===== config.mk =====
export PLATFORM = sky130hd
export DESIGN_NAME = riscv_mem_arbiter
export DESIGN_NICKNAME = d
export VERILOG_FILES = /design/src/rtl/riscv_pkg.sv /design/src/rtl/riscv_mem_align_chk.sv /design/src/rtl/riscv_mem_arbiter.sv
export SDC_FILE = /design/constraint.sdc
export NUM_CORES = 1
export LEC_CHECK = 0
export CAP_MARGIN = 40
export CORE_MARGIN = 3
export CORE_UTILIZATION = 25
export CTS_CLUSTER_SIZE = 30
export DETAILED_ROUTE_END_ITERATION = 10
export PLACE_DENSITY = 0.69
export SLEW_MARGIN = 40
export SYNTH_ARGS = -nofsm -noshare
export SYNTH_HDL_FRONTEND = slang
export SYNTH_SLANG_ARGS = --single-unit

===== constraint.sdc =====
create_clock -name clk -period 2.44 [get_ports clk]
set_input_delay 0.244 -clock clk [delete_from_list [all_inputs] [get_ports clk]]
set_output_delay 0.244 -clock clk [all_outputs]
set_load 0.005 [all_outputs]

===== src/rtl/riscv_pkg.sv =====
// Shared definitions for the unified-memory core: arbiter FSM states,
// legal byte-enable patterns and the opcodes the core decodes.
package riscv_pkg;

  typedef enum logic [1:0] {
    ST_IDLE  = 2'd0,
    ST_ISSUE = 2'd1,
    ST_RESP  = 2'd2
  } state_e;

  localparam logic [3:0] BE_B0 = 4'b0001;
  localparam logic [3:0] BE_B1 = 4'b0010;
  localparam logic [3:0] BE_B2 = 4'b0100;
  localparam logic [3:0] BE_B3 = 4'b1000;
  localparam logic [3:0] BE_H0 = 4'b0011;
  localparam logic [3:0] BE_H1 = 4'b1100;
  localparam logic [3:0] BE_W  = 4'b1111;

  localparam logic [6:0] LUI   = 7'b0110111;
  localparam logic [6:0] LOAD  = 7'b0000011;
  localparam logic [6:0] STORE = 7'b0100011;
  localparam logic [6:0] JALR  = 7'b1100111;

endpackage


===== src/rtl/riscv_mem_align_chk.sv =====
// Combinational legality check of a byte address and byte-enable pattern
// against lane alignment and the size of the unified array.
module riscv_mem_align_chk
  import riscv_pkg::*;
#(
  parameter int ADDR_W = 10
) (
  input  logic [31:0] addr_i,
  input  logic [3:0]  be_i,
  output logic        err_o
);

  logic misalign;
  logic out_of_range;

  always_comb begin
    misalign = 1'b0;
    unique case (be_i)
      BE_W:         misalign = (addr_i[1:0] != 2'b00);
      BE_H0, BE_H1: misalign = addr_i[0] | (be_i != (addr_i[1] ? BE_H1 : BE_H0));
      BE_B0, BE_B1,
      BE_B2, BE_B3: misalign = (be_i != (4'b0001 << addr_i[1:0]));
      default:      misalign = 1'b1;
    endcase
  end

  // Word index beyond the array depth.
  assign out_of_range = |addr_i[31:ADDR_W+2];

  assign err_o = misalign | out_of_range;

endmodule


===== src/rtl/riscv_mem_arbiter.sv =====
// Round-robin sequencer sharing one single-port byte-writable memory between
// the instruction-fetch port and the load/store port of the core.
module riscv_mem_arbiter
  import riscv_pkg::*;
#(
  parameter int ADDR_W     = 10,
  parameter bit RST_LAST_D = 1'b1
) (
  input  logic              clk,
  input  logic              rst_n,
  input  logic              if_req,
  input  logic [31:0]       if_addr,
  output logic              if_ack,
  output logic              if_err,
  output logic [31:0]       if_rdata,
  input  logic              d_req,
  input  logic              d_we,
  input  logic [3:0]        d_be,
  input  logic [31:0]       d_addr,
  input  logic [31:0]       d_wdata,
  output logic              d_ack,
  output logic              d_err,
  output logic [31:0]       d_rdata,
  output logic              mem_en,
  output logic [3:0]        mem_we,
  output logic [ADDR_W-1:0] mem_addr,
  output logic [31:0]       mem_wdata,
  input  logic [31:0]       mem_rdata
);

  state_e              state_q;
  logic                win_d_q;
  logic                err_q;
  logic                store_q;
  logic                last_d_q;
  logic                mem_en_q;
  logic [3:0]          mem_we_q;
  logic [ADDR_W-1:0]   mem_addr_q;
  logic [31:0]         mem_wdata_q;

  logic                if_bad;
  logic                d_bad;
  logic                any_req;
  logic                grant_d;
  logic                grant_err;
  logic [ADDR_W-1:0]   grant_addr;

  riscv_mem_align_chk #(.ADDR_W(ADDR_W)) u_if_chk (
    .addr_i (if_addr),
    .be_i   (BE_W),
    .err_o  (if_bad)
  );

  riscv_mem_align_chk #(.ADDR_W(ADDR_W)) u_d_chk (
    .addr_i (d_addr),
    .be_i   (d_be),
    .err_o  (d_bad)
  );

  // On a tie the requester that was not granted last wins.
  assign any_req    = if_req | d_req;
  assign grant_d    = d_req & (~if_req | ~last_d_q);
  assign grant_err  = grant_d ? d_bad : if_bad;
  assign grant_addr = grant_d ? d_addr[ADDR_W+1:2] : if_addr[ADDR_W+1:2];

  always_ff @(posedge clk or negedge rst_n) begin
    if (!rst_n) begin
      state_q     <= ST_IDLE;
      win_d_q     <= 1'b0;
      err_q       <= 1'b0;
      store_q     <= 1'b0;
      last_d_q    <= RST_LAST_D;
      mem_en_q    <= 1'b0;
      mem_we_q    <= 4'b0000;
      mem_addr_q  <= '0;
      mem_wdata_q <= '0;
    end else begin
      unique case (state_q)
        ST_IDLE: begin
          mem_en_q <= 1'b0;
          mem_we_q <= 4'b0000;
          if (any_req) begin
            win_d_q     <= grant_d;
            last_d_q    <= grant_d;
            err_q       <= grant_err;
            store_q     <= grant_d & d_we;
            mem_addr_q  <= grant_addr;
            mem_wdata_q <= grant_d ? d_wdata : 32'h0;
            if (grant_err) begin
              state_q <= ST_RESP;
            end else begin
              state_q  <= ST_ISSUE;
              mem_en_q <= 1'b1;
              mem_we_q <= (grant_d & d_we) ? d_be : 4'b0000;
            end
          end
        end
        ST_ISSUE: begin
          mem_en_q <= 1'b0;
          mem_we_q <= 4'b0000;
          state_q  <= ST_RESP;
        end
        ST_RESP: begin
          state_q <= ST_IDLE;
        end
        default: begin
          state_q  <= ST_IDLE;
          mem_en_q <= 1'b0;
          mem_we_q <= 4'b0000;
        end
      endcase
    end
  end

  assign mem_en    = mem_en_q;
  assign mem_we    = mem_we_q;
  assign mem_addr  = mem_addr_q;
  assign mem_wdata = mem_wdata_q;

  // Memory read data arrives during RESP, so it is passed through under the ack.
  assign if_ack   = (state_q == ST_RESP) & ~win_d_q;
  assign if_err   = if_ack & err_q;
  assign if_rdata = (if_ack & ~err_q) ? mem_rdata : 32'h0;

  assign d_ack    = (state_q == ST_RESP) & win_d_q;
  assign d_err    = d_ack & err_q;
  assign d_rdata  = (d_ack & ~err_q & ~store_q) ? mem_rdata : 32'h0;

endmodule

==> results of run 1 <==
-- kinds of logic after synthesis --
logic type	share of synthesized area, %
AND/OR/NAND/NOR	25.2
multiplexers	4.22
AO/OA/AOI/OAI	17.7
buffers and inverters	2.61
flip-flops	50.3
-- worst reg2reg max path: stages (launching register included) --
cell and delay, ns:
dfrtp_1 0.42, nor2_1 0.32, and2_1 0.20, nand2_1 0.09
nor4_2 0.33, a22o_1 0.20
-- cells in the final DEF (no fill, tap or decap), types with 2 or more instances in the layout --
cell type	synthesis	layout
clkdlybuf4s50_1	0	218
dlymetal6s2s_1	0	32
o2111ai_1	2	2
nor4_1	9	9
clkbuf_8	0	5
inv_6	0	2
nor2_1	7	7
a22o_1	36	36
dfrtp_1	52	52
nand2_1	17	17
buf_4	0	9
o21ai_0	13	12
buf_6	0	5
o31ai_1	2	2
mux2i_1	10	10
and2_1	68	67
a21oi_1	3	3
-- layout make-up --
cell class / count / area share [%]
sequential: 53 / 23.7
clock inverter: 3 / 0.850
multi-input combinational: 185 / 22.7
tap: 133 / 2.97
inverter: 1 / 0.0671
timing repair buffer: 265 / 48.4
clock buffer: 5 / 1.23
-- final timing paths --
kind / to / slack, ns / depth (start not counted)
worst max-delay path: if_rdata[14] / 0.24 / 6
worst min-delay path: mem_wdata[17] / 0.03 / 2
worst max register to register: mem_we[2] / 0.83 / 5
worst min register to register: mem_addr[9] / 0.49 / 2
max in group asynchronous: store_q / 1.95 / 2
min in group clk: mem_addr[9] / 0.49 / 2
-- layer usage --
metal  part of all wire [%]  wire length (um)  track usage (%)
met5                      0                 0                0
met4                   0.74                77             2.71
met3                    9.8              1020             4.91
met2                     54              5600             31.2
met1                     36              3720             17.7
-- what timing repair did --
| action | 4_1_cts | 5_1_grt |
|---|---|---|
| resized for setup | 1 | 44 |
| cloned | 0 | 3 |
| setup endpoints to repair | 1 | 32 |
| setup buffers | 0 | 3 |
-- report_power, final --
part           switching, mW  internal (mW)
Sequential            0.0817           1.01
Clock                  0.291          0.313
Combinational          0.259          0.531
Total                  0.631           1.86
-- state kept, by name (all words and copies together) (netlist names) --
register / flops
mem_wdata: 32
mem_addr: 10
mem_we: 4
state_q: 2
err_q: 1
last_d_q: 1
mem_en: 1
store_q: 1
win_d_q: 1
-- stage by stage --
step	hold WS, ns	instance area (um2)	setup WS [ns]	cells
finish	0.0275	5600	0.244	645
global route	0.0926	5600	0.120	645
CTS	0.0532	5450	0.0343	639
detailed placement	0.401	5330	0.253	631
global placement	0.393	5330	0.293	631
floorplan	-0.0516	2640	0.780	256
==> impl_metrics.toml, run 1 <==
[drt]
ant_nets = 0
wl_per_cell_um = 16.1
drcViolationCount = 0
dr_total_vias = 2846
first_iter_violations = 129
vias_per_cell = 4.41
drt-total-wl_um = 10400
dr.pass1.iters = 4

[grt]
grtUsageTotal_pct = 16.3
grt_pass1_wl_um = 15100
first_global_vias = 2943
antenna_found_initial = 0
grt_overflow = 0
grt_max_degree = 54

[timing]
tightest_slew_ns = 0.655
slew_viol_final = 0
tns_ns = 0
slew_headroom_pct = 56.3
rsz0062_at_grt = "no"
min_period_ns = 2.20
setup_viol = 0
min_period_over_period_pct = 90.0
clock_skew_ns = 0.0151
finalHoldViolCount = 0
timing.fmax_ghz = 0.455

[cts]
tritoncts = "yes"
clk_latency_ns = 0.31
clockBufferDepth = 2
cts_num_sinks = 53
numCtsBuffers = 5
holdBufCountCts = 0
cts_root_buf = "clkbuf_8"
htree_levels = 2
clk_pin_slew_ns = 0.11

[die]
dieArea_um2 = 11800
die_h_um = 109
core_region_area_um2 = 10000
rows = 36
ios = 252
initial_utilization_pct = 26.4
die_w_um = 109

[synth]
syn_inst = 256
synthFlopType = "dfrtp_1"
syn_nets = 393
netlist.area_leader.share_pct = 49.3
synthTopCellsByCount = "and2_1 (68), dfrtp_1 (52), a22o_1 (36)"
syn_avg_cell_area_um2 = 10.3
yosys_register_bits = 53
ys_types = 34
syn_area_um2 = 2640
yosysTopAreaCell = "dfrtp_1"
async_flop_share_pct = 100
synth_edf_count = 0
synth_area_leaders = "dfrtp_1 (49%), and2_1 (16%), a22o_1 (12%)"
ys_seq_area_share_pct = 50.3
yosysMostFrequentCell = "and2_1"
synth_warnings = 0

[critical_path]
cp.required_ns = 2.20
arrival_ns = 1.95
crit_chain = "inv_1 > nand2_1 > nor3_2 > buf_4 > and2_1 > clkdlybuf4s50_1"
critPathMaxStageDelay_ns = 0.53
slowest_stage = "clkdlybuf4s50_1"
critPathMaxFanout = 32
end_kind = "primary output"
startpoint = "state_q[0]"
crit_type = "reg -> out"
r2r-start = "state_q[1]"
crit_buf_inv = 3
path_delay_family = "buffers and inverters"
start_kind = "register"

[power_and_ir_drop]
p_per_area_nw_per_um2 = 445
ir_drop_uv = 301
p_leak_nw = 2.86
total_power_mw = 2.49

[finish]
regArea_um2 = 1330
fillCellCount = 895
multi_input_area_um2 = 1270
diodes = 0
layout-drive-gt1-share_pct = 6.05
area_growth_pct = 112
final_core_util_pct = 56.0
nets = 648

[flow_run]
cap_violations = 0

[place]
place_congestion = 0.789
hpwl_um = 8390
numPortBuffers = 251

[hold_path]
hold_class = "in -> async"

[status]
outcome = "complete, no violations"
Note: power is estimated with default switching activity, not from simulation.
==> run 2: changes to the inputs <==
--- a/config.mk
+++ b/config.mk
@@ -11,6 +11,7 @@
 export CTS_CLUSTER_SIZE = 30
 export DETAILED_ROUTE_END_ITERATION = 10
 export PLACE_DENSITY = 0.69
+export SETUP_SLACK_MARGIN = 0.02
 export SLEW_MARGIN = 40
 export SYNTH_ARGS = -nofsm -noshare
 export SYNTH_HDL_FRONTEND = slang
==> results of run 2 <==
The final DEF is identical to that of run 1; final timing and power are the same.
